File: src/rtl/rv32_bus_arbiter.sv
// rv32_bus_arbiter
//   Shares one memory port between an instruction-fetch requester and a
//   load/store requester. Only one bus transaction is outstanding at a time.
//   When both requesters want the port, data wins until MAX_DATA_STREAK
//   consecutive data grants have been made with a fetch waiting, then the
//   fetch is served. A taken-branch flush (instr_abort) drops a pending fetch
//   and silences the response of an outstanding one. The bus transaction of
//   a flushed fetch is never withdrawn.
//
// Ports
//   clk, reset_n                  clock, asynchronous active-low reset
//   instr_valid/addr/abort        fetch request, held until ready or abort
//   instr_ready/rdata             one-cycle fetch response pulse
//   data_valid/addr/write/wmask/wdata   load/store request, held until ready
//   data_ready/rdata              one-cycle load/store completion pulse
//   bus_valid/addr/write/wmask/wdata    memory request, held until bus_ready
//   bus_ready/rdata               memory completion and read data
module rv32_bus_arbiter #(
  parameter int unsigned MAX_DATA_STREAK = 4
) (
  input  logic        clk,
  input  logic        reset_n,
  input  logic        instr_valid,
  input  logic [31:0] instr_addr,
  input  logic        instr_abort,
  output logic        instr_ready,
  output logic [31:0] instr_rdata,
  input  logic        data_valid,
  input  logic [31:0] data_addr,
  input  logic        data_write,
  input  logic [3:0]  data_wmask,
  input  logic [31:0] data_wdata,
  output logic        data_ready,
  output logic [31:0] data_rdata,
  output logic        bus_valid,
  output logic [31:0] bus_addr,
  output logic        bus_write,
  output logic [3:0]  bus_wmask,
  output logic [31:0] bus_wdata,
  input  logic        bus_ready,
  input  logic [31:0] bus_rdata
);

  localparam logic [1:0] IDLE   = 2'd0;
  localparam logic [1:0] BUSY_I = 2'd1;
  localparam logic [1:0] BUSY_D = 2'd2;
  localparam logic [1:0] DONE   = 2'd3;

  localparam logic [3:0] STREAK_MAX = 4'(MAX_DATA_STREAK);

  logic [1:0] state;
  logic       owner_instr;  // owner of the current (or just finished) transaction
  logic [3:0] streak;       // data grants made in a row while a fetch waited
  logic       abort_flag;   // outstanding fetch was flushed; its response is dropped

  logic fetch_req;
  logic grant_i;
  logic grant_d;

  // A fetch flagged with abort in the same cycle does not count as a request.
  assign fetch_req = instr_valid && !instr_abort;
  assign grant_i   = (state == IDLE) && fetch_req && (!data_valid || streak == STREAK_MAX);
  assign grant_d   = (state == IDLE) && data_valid && !grant_i;

  // The response pulse is decoded from DONE. Including instr_abort here lets
  // a flush that arrives during DONE itself still suppress the fetch response.
  assign instr_ready = (state == DONE) && owner_instr && !abort_flag && !instr_abort;
  assign data_ready  = (state == DONE) && !owner_instr;

  always_ff @(posedge clk or negedge reset_n) begin
    if (!reset_n) begin
      // NOTE: every register, the read-data holding registers included, is
      // cleared by the asynchronous reset so all outputs are zero the moment
      // reset_n falls, and a transaction in flight is abandoned.
      state       <= IDLE;
      owner_instr <= 1'b0;
      streak      <= 4'd0;
      abort_flag  <= 1'b0;
      bus_valid   <= 1'b0;
      bus_addr    <= 32'd0;
      bus_write   <= 1'b0;
      bus_wmask   <= 4'd0;
      bus_wdata   <= 32'd0;
      instr_rdata <= 32'd0;
      data_rdata  <= 32'd0;
    end else begin
      // NOTE: state registers use non-blocking assignments so every branch
      // below sees the values from before this clock edge.
      case (state)
        IDLE: begin
          if (grant_i) begin
            state       <= BUSY_I;
            owner_instr <= 1'b1;
            streak      <= 4'd0;
            bus_valid   <= 1'b1;
            bus_addr    <= instr_addr;
            bus_write   <= 1'b0;
            bus_wmask   <= 4'd0;
            bus_wdata   <= 32'd0;
          end else if (grant_d) begin
            state       <= BUSY_D;
            owner_instr <= 1'b0;
            bus_valid   <= 1'b1;
            bus_addr    <= data_addr;
            bus_write   <= data_write;
            bus_wmask   <= data_wmask;
            bus_wdata   <= data_wdata;
            // The streak only grows while a fetch is actually waiting, and
            // saturates so the fetch is guaranteed the next contested slot.
            if (instr_valid) begin
              streak <= (streak == STREAK_MAX) ? streak : streak + 4'd1;
            end else begin
              streak <= 4'd0;
            end
          end
        end

        BUSY_I, BUSY_D: begin
          if (state == BUSY_I && instr_abort) begin
            abort_flag <= 1'b1;
          end
          if (bus_ready) begin
            bus_valid <= 1'b0;
            state     <= DONE;
            if (owner_instr) begin
              instr_rdata <= bus_rdata;
            end else begin
              data_rdata <= bus_rdata;
            end
          end
        end

        DONE: begin
          // No grant here; the flag is cleared on the way back to IDLE, so a
          // flush seen in DONE acts only through the combinational term.
          state      <= IDLE;
          abort_flag <= 1'b0;
        end

        default: state <= IDLE;
      endcase
    end
  end

endmodule

File: config.mk
export PLATFORM = sky130hd
export DESIGN_NAME = rv32_bus_arbiter
export DESIGN_NICKNAME = d
export VERILOG_FILES = /design/src/rtl/rv32_bus_arbiter.sv
export SDC_FILE = /design/constraint.sdc
export NUM_CORES = 1
export LEC_CHECK = 0
export ABC_CLOCK_PERIOD_IN_PS = 1900
export CAP_MARGIN = 20
export CORE_ASPECT_RATIO = 1.25
export CORE_MARGIN = 3
export CORE_UTILIZATION = 41
export DETAILED_ROUTE_END_ITERATION = 16
export PLACE_DENSITY_LB_ADDON = 0.08
export SKIP_CTS_REPAIR_TIMING = 1
export SLEW_MARGIN = 20
export SYNTH_ARGS = -nofsm -noshare
export SYNTH_HDL_FRONTEND = slang
export SYNTH_SLANG_ARGS = --single-unit
File: constraint.sdc
create_clock -name clk -period 1.9 [get_ports clk]
set_input_delay 0.38 -clock clk [delete_from_list [all_inputs] [get_ports clk]]
set_output_delay 0.38 -clock clk [all_outputs]
set_load 0.005 [all_outputs]
### Word level (Yosys, flattened, before mapping)

Cells that the tools add are included.

| storage, ports and cells | value |
|---|---|
| output and inout bits | 136 |
| register bits after elaboration | 142 |
| word-level logic and storage cells | 73 |
| bits of input ports | 139 |

| cells by class | value |
|---|---|
| bitwise operators | 1 |
| $add $sub $neg | 1 |
| reductions and logical operators | 28 |
| multiplexer cells | 24 |
| eq/ne operators | 8 |

Operators with widths:

| cell | count |
|---|---|
| 2-to-1 mux 32 bit | 4 |
| 2-to-1 mux 4 bit | 6 |
| AND reduction 3 bit | 4 |
| logical AND 1 bit | 10 |
| 2-to-1 mux 1 bit | 8 |
| 2-to-1 mux 2 bit | 3 |
| != test 3 bit, second input constant | 2 |
| one-hot mux 2 bit (3 select lines) | 1 |
| AND reduction 2 bit | 3 |
| nonzero test 2 bit | 3 |
| logical NOT 1 bit | 5 |
| adder 4 x 1 -> 4 bit, second input constant | 1 |
| == test 2 bit, second input constant | 2 |
| == test 4 x 3 -> 1 bit, second input constant | 1 |
| != test 2 bit, second input constant | 2 |
| one-hot mux 1 bit (2 select lines) | 2 |
| == test 2 x 1 -> 1 bit, second input constant | 1 |
| logical NOT 2 bit | 1 |
| OR reduction 2 bit | 1 |
| logical OR 1 bit | 1 |
| NOT 1 bit | 1 |

### Logic depth before layout (Yosys ltp)

Gate-level depths: netlist of the first run.

| depth | value |
|---|---|
| depth in word-level cells | 9 |
| depth in mapped cells | 9 |
| gate-level depth less buffers | 6 |

### Worst setup path before layout of the first run

OpenSTA, ideal clock, no wires.

| path | value |
|---|---|
| path type | reg2reg |
| start | register streak[0] |
| end | register bus_addr[10] |
| cell stages (with the launch flop) | 10 |
| slack | 0.243 ns |
| arrival time | 1.534 ns |
| required time | 1.777 ns |
| library setup time | 0.123 ns |
| period minus slack after synthesis | 1.657 ns |
| path through | dfrtp_1 > inv_1 > ha_1 > and3b_1 > buf_6 > o211ai_2 > buf_4 > buf_4 > nand2_1 > o221a_2 |

| between the ends | value |
|---|---|
| longest elaborated chain between the ends | 7 |
| elaborated cells between the ends (all ways) | 8 |
| those cells by class | 1 x eq/ne; 1 x mux; 6 x reduce/logical |

RTL lines:

| item | line | text |
|---|---|---|
| start: declaration | 53 | `logic [3:0] streak;` |
| start signal: assignment | 111 | `streak <= (streak == STREAK_MAX) ? streak : streak + 4'd1;` |
| == test 4 x 3 -> 1 bit (*) | 62 | `assign grant_i = (state == IDLE) && fetch_req && (!data_valid \|\| streak == STREAK_MAX);` |
| logical OR 1 bit (*) | 62 |  |
| logical AND 1 bit (*) | 62 |  |
| logical NOT 1 bit | 63 | `assign grant_d = (state == IDLE) && data_valid && !grant_i;` |
| logical AND 1 bit | 63 |  |
| nonzero test 2 bit (no line) | n/a |  |
| AND reduction 2 bit (no line) | n/a |  |
| end signal: assignment | 96 | `bus_addr <= instr_addr;` |
| end signal: assignment | 104 | `bus_addr <= data_addr;` |
| end: declaration | 36 | `output logic [31:0] bus_addr,` |

Mark *: on every way between the ends. The rest lies on a longest branch, timed or not.
A chain may end at the register's enable or synchronous reset.

### Worst setup path after layout of the first run

| path | value |
|---|---|
| start | register state[0] |
| end | register data_rdata[20] |

| between the ends | value |
|---|---|
| longest elaborated chain between the ends | 3 |
| elaborated cells between the ends (all ways) | 4 |
| those cells by class | 2 x eq/ne; 2 x reduce/logical |

RTL lines:

| item | line | text |
|---|---|---|
| start: declaration | 51 | `logic [1:0] state;` |
| start signal: assignment | 75 | `state <= IDLE;` |
| start signal: assignment | 92 | `state <= BUSY_I;` |
| start signal: assignment | 101 | `state <= BUSY_D;` |
| == test 2 x 1 -> 1 bit / == test 2 bit (equally long branches) | 89 | `case (state)` |
| OR reduction 2 bit (*) | 89 |  |
| AND reduction 3 bit (no line) (*) | n/a |  |
| end signal: assignment | 128 | `data_rdata <= bus_rdata;` |
| end: declaration | 34 | `output logic [31:0] data_rdata,` |

Marks and branches as above.

==> summary.md, run 1 <==
| Metric | Value |
|---|---|
| Final wirelength | `roughly 16 mm` |
| Die H | `about 140 microns` |
| Site Rows | `47` |
| Post-Synthesis Cell Area | `approximately 5800 sq um` |
| Warnings from Yosys | `0` |
| Core Footprint | `roughly 14000 sq um` |
| Cells along the critical path | `buf_4 > inv_1 > ha_2 > nand3b_1 > buf_12 > mux2_2` |
| Worst-margin pin slew | `0.519 ns` |
| DR vias | `4582` |
| Critical path's slowest cell | `dfrtp_1` |
| Most used DFF post-synth | `dfrtp_1` |
| Synth cell types | `34` |
| CTS sink count | `142` |
| Yosys reg bits | `142` |
| Worst path max stage delay | `0.40 ns` |
| Nets | `862` |
| Ys async rst share | `100%` |
| # port buffers | `274` |
| TritonCTS buffer count | `17` |
| Sequential fraction of the synthesis area | `61.4%` |
| Clock latency on the worst-skew pair | `slightly above 0.4 ns` |
| Final Wtd Congestion | `0.774` |
| DR iter-0 viols | `179` |
| Sw Pwr | `4.32 mW` |
| Fin crit share | `94.4%` |
| Dpl hpwl | `12.0 mm` |
| Final WS setup | `0.106 ns` |
| Largest net degree at the start of global routing | `55` |
| Post-synthesis cell count | `430` |
| Number of synthesized flops with an enable pin | `0` |
| Number of global-route vias before repair | `4843` |
| Pre-CTS setup slack | `-0.141 ns` |
| Clock buffer depth | `2` |
| First-pass GRT wire length | `25.6 mm` |
| R2r setup slk | `around 0.11 ns` |
| Final hold slack | `0.500 ns` |
| Die W | `112 microns` |
| RSZ-0062 raised after global routing | `no` |
| Skew final | `0.00964 ns` |
| Internal power | `11.1 mW` |
| Max_cap viols | `0` |
| WL/cell | `17.8 microns` |
| CTS root buf | `clkbuf_16` |
| Outcome | `finished, final reports clean` |
| Placed instance area | `8850 sq um` |
| Initial antenna violation count | `0` |
| Crit Path Max Fanout | `32` |
| H-tree level count | `4` |
| Share of cells above drive strength 1 | `22.1%` |
| Final Hold Fails | `0` |
| Clock network fraction of total power | `21.8%` |
| Initial DRT Pass Iterations | `4` |
| CTS tree | `built` |
| IO Pins | `about 280` |
| Pwr/cell area | `1620 nW/um^2` |
| Setup-failing EPs final | `0` |
| Fmax achieved | `557 MHz` |
| Setup TNS | `0 ns` |
| Syn Area/Cell | `13.5 sq um` |
| Worst path required time | `around 2.2 ns` |
| Final Util | `a little over two thirds` |
| Critical Path End Type | `register` |
| LEAKAGE | `between 4 and 5 nW` |
| Slew Viols, Final | `0` |
| Setup CP Type | `reg -> reg` |
| Antenna cell count | `0` |
| Die area | `15600 sq um` |
| Seq pwr share | `between 30 and 40%` |
| Overflow after GRT | `0` |
| GRT Util Overall | `20.5%` |
| CP arrival | `about 2.1 ns` |
| DRC errors left | `0` |
| Min-delay worst type | `in -> async` |
| Switching portion of total power | `28.1%` |
| Starting Density | `between 40% and 50%` |
| Fillers | `1011` |
| Synthesis-to-layout area growth | `64.0%` |
| Fin crit period | `1.79 ns` |
| Post-Syn Nets | `575` |
| Vias/cell | `5.09` |
| Relative slew slack | `approximately two thirds` |
| Worst vdd ir | `0.742 mV` |
| Gate power share | `between 40 and 50%` |
| Post-route ant nets | `0` |
| Worst setup SP type | `register` |
| Non-Filler Cell Area, Final | `9490 sq um` |
| CTS clk-pin slew, worst paths | `0.06 ns` |
cell usage in the layout (no fill, tap or decap), drive strengths merged, types with 12 or more instances in the layout:
| cell type | n |
|---|---|
| dfrtp | 142 |
| a22o | 39 |
| buf | 24 |
| o221a | 32 |
| clkdlybuf4s50 | 271 |
| clkbuf | 19 |
| mux2 | 65 |
| nor2 | 35 |
| inv | 12 |
| nand2 | 43 |
cell families (layout without fill, tap and decap cells):
group | count (synthesis) | after routing | synth area share, %
adders and majority gates | 6 | 6 | 1.30
DFF | 142 | 142 | 61.4
and+or+nand+nor | 89 | 89 | 6.31
buffers and inverters | 39 | 338 | 3.81
muxes | 65 | 65 | 12.6
AOI/OAI and AO/OA | 89 | 89 | 14.5
worst max-delay path, delay by kind of cell, from the launching register on:
family	cells	cell delay, ns
simple gates	1	0.14
fa+ha+maj	1	0.31
buf+inv	3	0.45
mux	1	0.36
flops	1	0.40
final timing paths:
path	from	end	cells past startpoint
worst max register to register	state[0]$_DFFE_PN0P_	data_rdata[20]$_DFFE_PN0P_	6
worst max-delay path	state[0]$_DFFE_PN0P_	data_rdata[20]$_DFFE_PN0P_	6
max in group asynchronous	reset_n	bus_wdata[9]$_DFFE_PN0P_	3
worst min-delay path	reset_n	instr_rdata[15]$_DFFE_PN0P_	2
min in group clk	data_rdata[26]$_DFFE_PN0P_	data_rdata[26]$_DFFE_PN0P_	1
worst min register to register	data_rdata[26]$_DFFE_PN0P_	data_rdata[26]$_DFFE_PN0P_	1
stage by stage:
stage,total power [mW],instances
after floorplan,8.11,430
after global placement,11.9,866
after detailed placement,12.1,866
after CTS,15.6,897
after global routing,16.3,900
final,15.4,900
power groups by stage:
| stage | logic, mW | registers (mW) | clock network [mW] |
|---|---|---|---|
| 2_1_floorplan | 2.74 | 5.36 | 0 |
| 6_report | 6.73 | 5.31 | 3.36 |
| 3_3_place_gp | 6.58 | 5.28 | 0 |
| 4_1_cts | 6.80 | 5.32 | 3.43 |
| 5_1_grt | 7.24 | 5.51 | 3.58 |
| 3_5_place_dp | 6.76 | 5.34 | 0 |
metal layers:
| metal | GRT usage, % | up-vias | wire length (microns) |
|---|---|---|---|
| met5 | 0 | - | 0 |
| met4 | 6.33 | 0 | 360 |
| met3 | 5.67 | 27 | 1140 |
| met2 | 35.9 | 175 | 8340 |
| met1 | 24.4 | 2246 | 6210 |
| li1 | - | 2134 | - |
flip-flops by register name, indices dropped and copies added, names as in the netlist, 2 cells and up:
name,flops
bus_addr,32
bus_wdata,32
bus_wmask,4
instr_rdata,32
state,2
streak,4
data_rdata,32
cell type report:
| class | count | area (sq um) | share of cell area (%) |
|---|---|---|---|
| flip-flops and latches | 142 | 3550 | 37.5 |
| clock inverters | 12 | 160 | 1.69 |
| clock buffers | 19 | 443 | 4.67 |
| repair buffers | 298 | 3040 | 32.1 |
| multi-input cells | 249 | 2040 | 21.5 |
| well taps | 171 | 214 | 2.26 |
| inverters | 9 | 33.8 | 0.356 |
synthesized netlist by cell type (all sizes together), types with 2 or more instances:
cell	n	area, sq um
dfrtp	142	3550
mux2	65	732
nand2	43	161
a22o	39	342
nor2	35	131
o221a	32	360
buf	26	171
inv	9	33.8
ha	6	75.1
o21ai	6	30.0
clkbuf	4	15.0
a21oi	2	10.0
nand2b	2	12.5
nand3	2	10.0
nor3	2	10.0
No activity file was read; power rests on OpenSTA's default activity.
==> run 2: changes to the inputs <==
--- a/config.mk
+++ b/config.mk
@@ -13,7 +13,7 @@
 export DETAILED_ROUTE_END_ITERATION = 16
 export PLACE_DENSITY_LB_ADDON = 0.08
 export SKIP_CTS_REPAIR_TIMING = 1
-export SLEW_MARGIN = 20
+export SLEW_MARGIN = 25
 export SYNTH_ARGS = -nofsm -noshare
 export SYNTH_HDL_FRONTEND = slang
 export SYNTH_SLANG_ARGS = --single-unit
==> results of run 2 <==
No change in the layout: final DEF, timing and power equal those of run 1.
==> run 3: changes to the inputs <==
--- a/config.mk
+++ b/config.mk
@@ -11,6 +11,7 @@
 export CORE_MARGIN = 3
 export CORE_UTILIZATION = 41
 export DETAILED_ROUTE_END_ITERATION = 16
+export HOLD_SLACK_MARGIN = 0.03
 export PLACE_DENSITY_LB_ADDON = 0.08
 export SKIP_CTS_REPAIR_TIMING = 1
 export SLEW_MARGIN = 25
==> results of run 3 <==
No change in the layout: final DEF, timing and power equal those of run 1.
==> RTL edit: new RTL, flow settings as in run 2 <==
Make the reset (`reset_n`) synchronous in one clocked block. Comments in the files are not updated.
--- a/src/rtl/rv32_bus_arbiter.sv
+++ b/src/rtl/rv32_bus_arbiter.sv
@@ -67,7 +67,7 @@
   assign instr_ready = (state == DONE) && owner_instr && !abort_flag && !instr_abort;
   assign data_ready  = (state == DONE) && !owner_instr;
 
-  always_ff @(posedge clk or negedge reset_n) begin
+  always_ff @(posedge clk) begin
     if (!reset_n) begin
       // NOTE: every register, the read-data holding registers included, is
       // cleared by the asynchronous reset so all outputs are zero the moment
Behaviour: differs if reset_n is asserted again (counterexample within 4 cycles, from zero or initial values and one cycle with reset_n low); with reset_n held inactive, the same outputs for 4 cycles.
==> RTL edit against run 2 <==
  * Cell area down 0.71%
  * Clock power grew 1%
  * Sequential cell count unchanged
  * Synthesized area increased by 0.69%
  * Worst setup slack worse by 0.016 ns
  * Via count increased by 24%
  * Sequential power down 29%
  * First-iteration DRC count grew 73%
  * Sequential share of layout area decreased by 7.3 points
  * Wire length up 11%
  * Power fell by 29%
  * Clock skew shrank 0.0057 ns
==> RTL edit: results (changes against run 2) <==
STA
---------------------------------------------------------------------------
Worst Skew ...................................................   0.00394 ns   -0.00569 ns
Slew at the pin with the worst max-slew slack ................     0.428 ns   -0.0909 ns

SYNTHESIS
---------------------------------------------------------------------------
Synth top cells by count ..................................... sky130_fd_sc_hd__nand2_1 (169), sky130_fd_sc_hd__dfxtp_1 (142), sky130_fd_sc_hd__a21boi_0 (69), sky130_fd_sc_hd__nand3_1 (69), sky130_fd_sc_hd__nor2b_1 (40)
Post-Synthesis Net Count .....................................          807   +40%
Post-Synth Adder-Cell Area ...................................        1.29%   -0.0089 points

PWR
---------------------------------------------------------------------------
Leakage power summed over all cells ..........................      3.71 nW   -8.1%
Max rail drop VDD ............................................       738 µV   -0.62%
Switching power of the nets ..................................      3.29 mW   -24%

WORST SETUP PATH
---------------------------------------------------------------------------
Worst Reg-to-Reg Cells .......................................            7   +1
Capture point of the worst reg-to-reg path ................... bus_addr[23]$_SDFFE_PN0P_
Worst endpoint data arrival time .............................      1.43 ns   -0.65 ns
Internal reg-to-reg setup slack ..............................      0.13 ns   +0.02 ns
Maximum fanout along the worst path ..........................            7   -78%
Cell family contributing the most delay on the critical path .   flip-flops
Reg2reg start ................................................ streak[0]$_SDFFE_PN0P_
Critical Path Source ......................................... owner_instr$_SDFFE_PN0P_
Highest cell delay on the worst timing path ..................      0.47 ns   +0.07 ns

PLACED DESIGN
---------------------------------------------------------------------------
Placed Cells incl. Taps ......................................        1,076   +24%
Detail Placement HPWL ........................................    12,700 µm   +5.8%

ROUTE
---------------------------------------------------------------------------
Routed length on met3 ........................................      1550 µm   +36%
Vias after detailed routing ..................................        5,693   +24%
Final wirelength .............................................    17,800 µm   +11%

GRT
---------------------------------------------------------------------------
Vias in the first global route ...............................        5,866   +21%
Met1 demand-to-capacity share in global routing ..............        25.2%   +0.84 points
Pin count of the biggest net entering global routing .........           66   +20%

RUN STATUS
---------------------------------------------------------------------------
Status ....................................................... complete, no violations

-- RTL edit: changes by cell type after synthesis, sizes merged, moves of 31 or more --
cell / delta
a22oi: +37
mux2: -65
a22o: -39
o211a: +32
a21boi: +69
dfxtp: +142
nor2: -32
nand2: +126
nor2b: +40
dfrtp: -142
o221a: -31
nand3: +67
-- RTL edit: layout make-up --
cell class	instances	area [µm²]
Fill cell	1143	4450
Timing Repair Buffer	296	3030
Sequential cell	142	2840
Multi-Input combinational cell	453	2680
Clock buffer	21	470
Tap cell	175	219
Clock inverter	10	138
Inverter	10	37.5
-- RTL edit: through the flow --
| step | instance area [µm²] | setup WS (ns) |
|---|---|---|
| 5_1_grt | 9420 | 0.000133 |
| 4_1_cts | 9400 | -0.621 |
| 3_5_place_dp | 8790 | -0.399 |
| 2_1_floorplan | 5830 | 0.258 |
| 3_3_place_gp | 8790 | -0.387 |
| 6_report | 9420 | 0.0895 |
